[config.mk]
export PLATFORM = sky130hd
export DESIGN_NAME = fwd_hazard_ctrl
export DESIGN_NICKNAME = d
export VERILOG_FILES = /design/src/rtl/fwd_hazard_ctrl_pkg.sv /design/src/rtl/fwd_hazard_ctrl_fwd_sel_logic.sv /design/src/rtl/fwd_hazard_ctrl.sv
export SDC_FILE = /design/constraint.sdc
export NUM_CORES = 1
export LEC_CHECK = 0
export ABC_AREA = 1
export CORE_UTILIZATION = 35
export DETAILED_ROUTE_END_ITERATION = 12
export DONT_BUFFER_PORTS = 1
export GPL_TIMING_DRIVEN = 0
export PLACE_DENSITY_LB_ADDON = 0.08
export REMOVE_ABC_BUFFERS = 1
export SLEW_MARGIN = 40
export SYNTH_ARGS = -nofsm -noshare
export SYNTH_HDL_FRONTEND = slang
export SYNTH_SLANG_ARGS = --single-unit
[constraint.sdc]
create_clock -name clk -period 3.1 [get_ports clk]
set_input_delay 0.31 -clock clk [delete_from_list [all_inputs] [get_ports clk]]
set_output_delay 0.31 -clock clk [all_outputs]
set_load 0.005 [all_outputs]
[src/rtl/fwd_hazard_ctrl_pkg.sv]
// ---------------------------------------------------------------------------
// fwd_hazard_ctrl_pkg
//
// Shared types for the forwarding / hazard controller of the 5-stage core:
//   - reg_addr_t    : architectural register address
//   - fwd_sel_t     : operand forwarding mux select code
//   - ex/mem/wb entry structs : one shadow pipeline stage each, holding only
//                     the fields that stage actually needs downstream
//   - fwd_match()   : "this stage produces the register that EX reads"
// ---------------------------------------------------------------------------
package fwd_hazard_ctrl_pkg;

  localparam int PKG_REG_ADDR_W = 5;

  typedef logic [PKG_REG_ADDR_W-1:0] reg_addr_t;

  typedef logic [1:0] fwd_sel_t;

  localparam fwd_sel_t FWD_REGFILE = 2'b00;
  localparam fwd_sel_t FWD_MEMWB   = 2'b01;
  localparam fwd_sel_t FWD_EXMEM   = 2'b10;

  // ID/EX shadow entry: source registers are kept so forwarding can be
  // resolved for the instruction sitting in EX.
  typedef struct packed {
    reg_addr_t rs1;
    reg_addr_t rs2;
    reg_addr_t rd;
    logic      rw;
    logic      mr;
  } ex_entry_t;

  // EX/MEM shadow entry: mr is kept so a load still in MEM is not used as a
  // forwarding source (its data does not exist yet).
  typedef struct packed {
    reg_addr_t rd;
    logic      rw;
    logic      mr;
  } mem_entry_t;

  // MEM/WB shadow entry: any register write here is forwardable.
  typedef struct packed {
    reg_addr_t rd;
    logic      rw;
  } wb_entry_t;

  localparam ex_entry_t  EX_BUBBLE  = '0;
  localparam mem_entry_t MEM_BUBBLE = '0;
  localparam wb_entry_t  WB_BUBBLE  = '0;

  // x0 is hard-wired zero, so a write to it is never a forwarding source.
  function automatic logic fwd_match(input logic      writes,
                                     input reg_addr_t rd,
                                     input reg_addr_t rs);
    return writes && (rd != '0) && (rd == rs);
  endfunction

endpackage

[src/rtl/fwd_hazard_ctrl_fwd_sel_logic.sv]
// ---------------------------------------------------------------------------
// fwd_sel_logic
//
// Purely combinational priority compare for one EX operand.
//   ex_rs_i : source register read by the instruction in EX (0 if unused)
//   mem_i   : EX/MEM shadow stage
//   wb_i    : MEM/WB shadow stage
//   sel_o   : FWD_EXMEM / FWD_MEMWB / FWD_REGFILE (never 2'b11)
// ---------------------------------------------------------------------------
module fwd_sel_logic
  import fwd_hazard_ctrl_pkg::*;
(
  input  reg_addr_t  ex_rs_i,
  input  mem_entry_t mem_i,
  input  wb_entry_t  wb_i,
  output fwd_sel_t   sel_o
);

  // EX/MEM is checked first: when both stages write the same register the
  // younger result is the architecturally correct one.
  always_comb begin
    sel_o = FWD_REGFILE;
    if (fwd_match(mem_i.rw && !mem_i.mr, mem_i.rd, ex_rs_i)) begin
      sel_o = FWD_EXMEM;
    end else if (fwd_match(wb_i.rw, wb_i.rd, ex_rs_i)) begin
      sel_o = FWD_MEMWB;
    end
  end

endmodule

[src/rtl/fwd_hazard_ctrl.sv]
// ---------------------------------------------------------------------------
// fwd_hazard_ctrl
//
// Forwarding-select and load-use hazard controller for the 5-stage core.
// Keeps a shadow copy of ID/EX, EX/MEM and MEM/WB register addresses and
// control bits, drives the two EX operand forwarding mux selects, and
// raises a one-cycle stall for a load followed directly by a user.
//
// Parameters
//   REG_ADDR_W : register address width (the shadow entries store
//                PKG_REG_ADDR_W bits)
//   CNT_W      : width of the saturating stall statistics counter
//
// Ports
//   clk, rst_n                      : clock, asynchronous active-low reset
//   id_valid                        : ID holds a real instruction
//   id_rs1, id_rs2                  : ID source registers
//   id_uses_rs1, id_uses_rs2        : ID instruction reads rs1 / rs2
//   id_rd, id_reg_write, id_mem_read: ID destination, writes-rd, is-load
//   flush                           : taken branch in EX, kill ID
//   fwd_a_sel, fwd_b_sel            : operand A / B forwarding selects
//   stall                           : hold PC and IF/ID this cycle
//   stall_cnt                       : saturating count of stall cycles
// ---------------------------------------------------------------------------
module fwd_hazard_ctrl
  import fwd_hazard_ctrl_pkg::*;
#(
  parameter int REG_ADDR_W = 5,
  parameter int CNT_W      = 16
) (
  input  logic                  clk,
  input  logic                  rst_n,
  input  logic                  id_valid,
  input  logic [REG_ADDR_W-1:0] id_rs1,
  input  logic [REG_ADDR_W-1:0] id_rs2,
  input  logic                  id_uses_rs1,
  input  logic                  id_uses_rs2,
  input  logic [REG_ADDR_W-1:0] id_rd,
  input  logic                  id_reg_write,
  input  logic                  id_mem_read,
  input  logic                  flush,
  output logic [1:0]            fwd_a_sel,
  output logic [1:0]            fwd_b_sel,
  output logic                  stall,
  output logic [CNT_W-1:0]      stall_cnt
);

  ex_entry_t        ex_q,  ex_d;
  mem_entry_t       mem_q, mem_d;
  wb_entry_t        wb_q,  wb_d;
  logic [CNT_W-1:0] cnt_q, cnt_d;

  reg_addr_t id_rs1_a, id_rs2_a, id_rd_a;

  assign id_rs1_a = reg_addr_t'(id_rs1);
  assign id_rs2_a = reg_addr_t'(id_rs2);
  assign id_rd_a  = reg_addr_t'(id_rd);

  // Load-use hazard: the load in EX has no data until it leaves MEM, so a
  // dependent instruction in ID must wait one cycle. A flush kills the ID
  // instruction anyway, so it suppresses the stall.
  always_comb begin
    stall = 1'b0;
    if (!flush && id_valid && ex_q.mr && (ex_q.rd != '0)) begin
      stall = (id_uses_rs1 && (id_rs1_a == ex_q.rd)) ||
              (id_uses_rs2 && (id_rs2_a == ex_q.rd));
    end
  end

  // ID/EX capture. Unused source fields are zeroed so they can never match
  // a producer (x0 is excluded from forwarding).
  always_comb begin
    ex_d = EX_BUBBLE;
    if (id_valid && !flush && !stall) begin
      ex_d.rs1 = id_uses_rs1 ? id_rs1_a : '0;
      ex_d.rs2 = id_uses_rs2 ? id_rs2_a : '0;
      ex_d.rd  = id_rd_a;
      ex_d.rw  = id_reg_write;
      ex_d.mr  = id_mem_read;
    end
  end

  // Downstream stages never stall; they simply follow the pipeline.
  always_comb begin
    mem_d = '{rd: ex_q.rd,  rw: ex_q.rw,  mr: ex_q.mr};
    wb_d  = '{rd: mem_q.rd, rw: mem_q.rw};
  end

  // Saturating statistics counter: holds at all-ones instead of wrapping.
  always_comb begin
    cnt_d = cnt_q;
    if (stall && (cnt_q != {CNT_W{1'b1}})) begin
      cnt_d = cnt_q + CNT_W'(1);
    end
  end

  always_ff @(posedge clk or negedge rst_n) begin
    if (!rst_n) begin
      ex_q  <= EX_BUBBLE;
      mem_q <= MEM_BUBBLE;
      wb_q  <= WB_BUBBLE;
      cnt_q <= '0;
    end else begin
      ex_q  <= ex_d;
      mem_q <= mem_d;
      wb_q  <= wb_d;
      cnt_q <= cnt_d;
    end
  end

  assign stall_cnt = cnt_q;

  fwd_sel_logic u_fwd_a (
    .ex_rs_i (ex_q.rs1),
    .mem_i   (mem_q),
    .wb_i    (wb_q),
    .sel_o   (fwd_a_sel)
  );

  fwd_sel_logic u_fwd_b (
    .ex_rs_i (ex_q.rs2),
    .mem_i   (mem_q),
    .wb_i    (wb_q),
    .sel_o   (fwd_b_sel)
  );

endmodule
==> summary.md <==
| Metric | Value |
|---|---|
| Mean Syn Cell Area | `7.83 um2` |
| Minimum clock period after layout | `2220 ps` |
| Asr flop ratio synth | `100%` |
| Setup slack after layout | `882 ps` |
| Post-Place Setup Slack | `1010 ps` |
| Cell Area, Synth | `2460 um2` |
| Global Route Usage Sum | `16.4%` |
| Yosys warnings | `0` |
| Hold_ws | `104 ps` |
| Area of the die | `7360 um2` |
| Sequential power share | `57.6%` |
| Mapped Cells | `314` |
| Power Total | `1.09 mW` |
| Top delay family on crit path | `simple AND/OR/NAND/NOR gates` |
| Port buffer count | `0` |
| N_diodes | `0` |
| Clock Skew | `11.5 ps` |
| EDFF count, synth | `0` |
| Buf/Inv on CP | `2` |
| Sw Ratio | `26.1%` |
| RSZ-0062 raised after global routing | `no` |
| Maximum capacitance violations | `0` |
| Core area | `6790 um2` |
| Clk sink count | `46` |
| Outcome | `complete, no violations` |
| Synthesized flop and latch total | `46` |
| CP arrival | `1910 ps` |
| Worst-Skew Late Latency | `310 ps` |
| Antenna violations before repair | `0` |
| Pwr/cell area | `408 nW/um2` |
| Number of library cell types mapped by synthesis | `23` |
| Min-Delay Path Class | `primary input to register` |
| Synth cell count leaders | `nand2_1 (103), dfrtp_1 (46), nor2_1 (44)` |
| Startpoint types | `register` |
| Period utilization | `71.5%` |
| Slowest cell on the critical path | `clkinv_1` |
| Top-area cell type share of the netlist area | `46.8%` |
| Pleak | `1.37 nW` |
| Worst EP required | `2790 ps` |
| Largest net degree at the start of global routing | `47` |
| Post-CTS setup buffers | `0` |
| Max IR drop VDD | `0.189 mV` |
| Clock power share | `35.4%` |
| Via count | `1,934` |
| 1st-pass router iterations | `4` |
| Root Buffer | `clkbuf_8` |
| Count leader, synth | `nand2_1` |
| Endpoint class of the critical path | `output port` |
| Ports | `44` |
| Measured slew at the worst slew-check pin | `579 ps` |
| Row Count | `30` |
| Top cells by area, synth | `dfrtp_1 (47%), nand2_1 (16%), nand4_1 (6.9%)` |
| Fmax | `451 MHz` |
| Die Ht | `85.8 um` |
| Clock slew at reported path FFs | `90 ps` |
| Hold Buf Count CTS | `2` |
| DRC viols | `0` |
| Die W | `85.8 um` |
| Via-per-instance ratio | `4.66` |
| Cts bufs inserted | `5` |
| CTS resizes | `0` |
| Setup TNS | `0 ps` |
| Initial core utilization | `36.2%` |
| Crit-path cells | `nor2_1 > nand4_1 > nand3_1 > clkinv_1 > nand2_1 > inv_1` |
| Vias in the first global route | `1,809` |
| Synth Flop Type | `dfrtp_1` |
| Crit Path Category | `register to output port` |
| Reg2Reg Depth | `7` |
| Endpoints failing hold | `0` |
| Int Pwr | `806 uW` |
| DRT iter0 DRCs | `107` |
| Layout cell share with drive strength beyond 1 | `5.33%` |
| Seq/Total Area, Yosys | `46.8%` |
| CP peak stage delay | `470 ps` |
| Final slew viol count | `0` |
| Post-route ant nets | `0` |
| Hold depth | `2` |
| Final nets | `342` |
| CTS tree | `built` |
| Global placer's final weighted congestion | `0.783` |
| H-tree Lvls | `2` |
| Global-route wire length before repair | `9300 um` |
| HPWL after detailed placement | `4040 um` |
| Routed len/inst | `13.6 um` |
| Sw Pwr | `285 uW` |
| Instance count on the critical path | `6` |
| Logic gate share of total power | `7.0%` |
| Clk buf depth | `2` |
| Overall routed net length | `5630 um` |
| Grt total ovfl | `0` |
| Yosys top cell by area | `dfrtp_1` |
| Relative slew slack | `61.2%` |
| Final setup fails | `0` |
| CP max FO | `18` |
| Area growth from synthesis to layout | `8.86%` |
## worst reg2reg max path, delay by kind of cell, from the launching register on
| kind | cells | cell delay (ps) |
|---|---|---|
| and+or+nand+nor | 6 | 1260 |
| adders and majority gates | 1 | 310 |
| DFF | 1 | 490 |
## state kept, by name, summed over array words and instances (netlist names)
register	cells
stall_cnt	16
wb_q	6
ex_q	17
mem_q	7
## power groups by stage
stage          registers, mW  logic, mW  clock network, mW
3_5_place_dp           0.641     0.0614                  0
6_report               0.628     0.0768              0.386
3_3_place_gp           0.640     0.0612                  0
5_1_grt                0.631     0.0897              0.430
4_1_cts                0.628     0.0794              0.402
2_1_floorplan          0.636     0.0498                  0
## per-stage QoR
stage	area, um2	instances	utilization [%]
floorplan	2430	309	-
global route	2680	415	39.4
global placement	2550	405	37.5
CTS	2680	415	39.4
detailed placement	2550	405	37.5
finish	2680	415	39.4
## cell usage in the layout (no fill, tap or decap), types with 5 or more instances in the layout
cell | synthesis | final
nor3_1 | 5 | 5
nor2_1 | 44 | 44
nand3_1 | 10 | 10
xnor2_1 | 16 | 16
inv_1 | 34 | 34
dfrtp_1 | 46 | 46
nand4_1 | 27 | 27
xor2_1 | 11 | 11
nand2_1 | 103 | 103
clkbuf_8 | 0 | 5
## cells by family (layout without fill, tap and decap cells)
| logic type | after synthesis | after routing | synth area share (%) |
|---|---|---|---|
| DFF | 46 | 46 | 46.8 |
| adders and majority gates | 1 | 1 | 0.509 |
| AOI/OAI and AO/OA | 2 | 2 | 0.407 |
| xor gates and xnor gates | 27 | 27 | 9.62 |
| buffers and inverters | 40 | 45 | 6.67 |
| and+or+nand+nor | 198 | 198 | 36.0 |
## metal layers
layer | track usage, % | up-vias | part of all wire (%)
li1 | - | 999 | -
met1 | 24.3 | 890 | 53
met2 | 23.8 | 40 | 42
met3 | 4.33 | 5 | 4.2
met4 | 4.09 | 0 | 0.84
met5 | 0 | - | 0
## layout make-up
type / count / area [um2]
timing repair buffer: 2 / 37.5
clock buffer: 5 / 68.8
tap: 96 / 120
clock inverter: 3 / 23.8
fill: 725 / 4120
sequential: 46 / 1150
inverter: 35 / 131
multi-input combinational: 228 / 1140
## path summary, 6_finish.rpt
check / start / to / slack (ps)
worst max-delay path: ex_q[2] / stall / 880
worst min-delay path: id_rd[1] / ex_q[3] / 100
worst max register to register: stall_cnt[0] / stall_cnt[6] / 990
worst min register to register: ex_q[1] / mem_q[1] / 360
max in group asynchronous: rst_n / mem_q[4] / 2380
min in group asynchronous: rst_n / stall_cnt[15] / 490
Note: power is estimated with default switching activity, not from simulation.
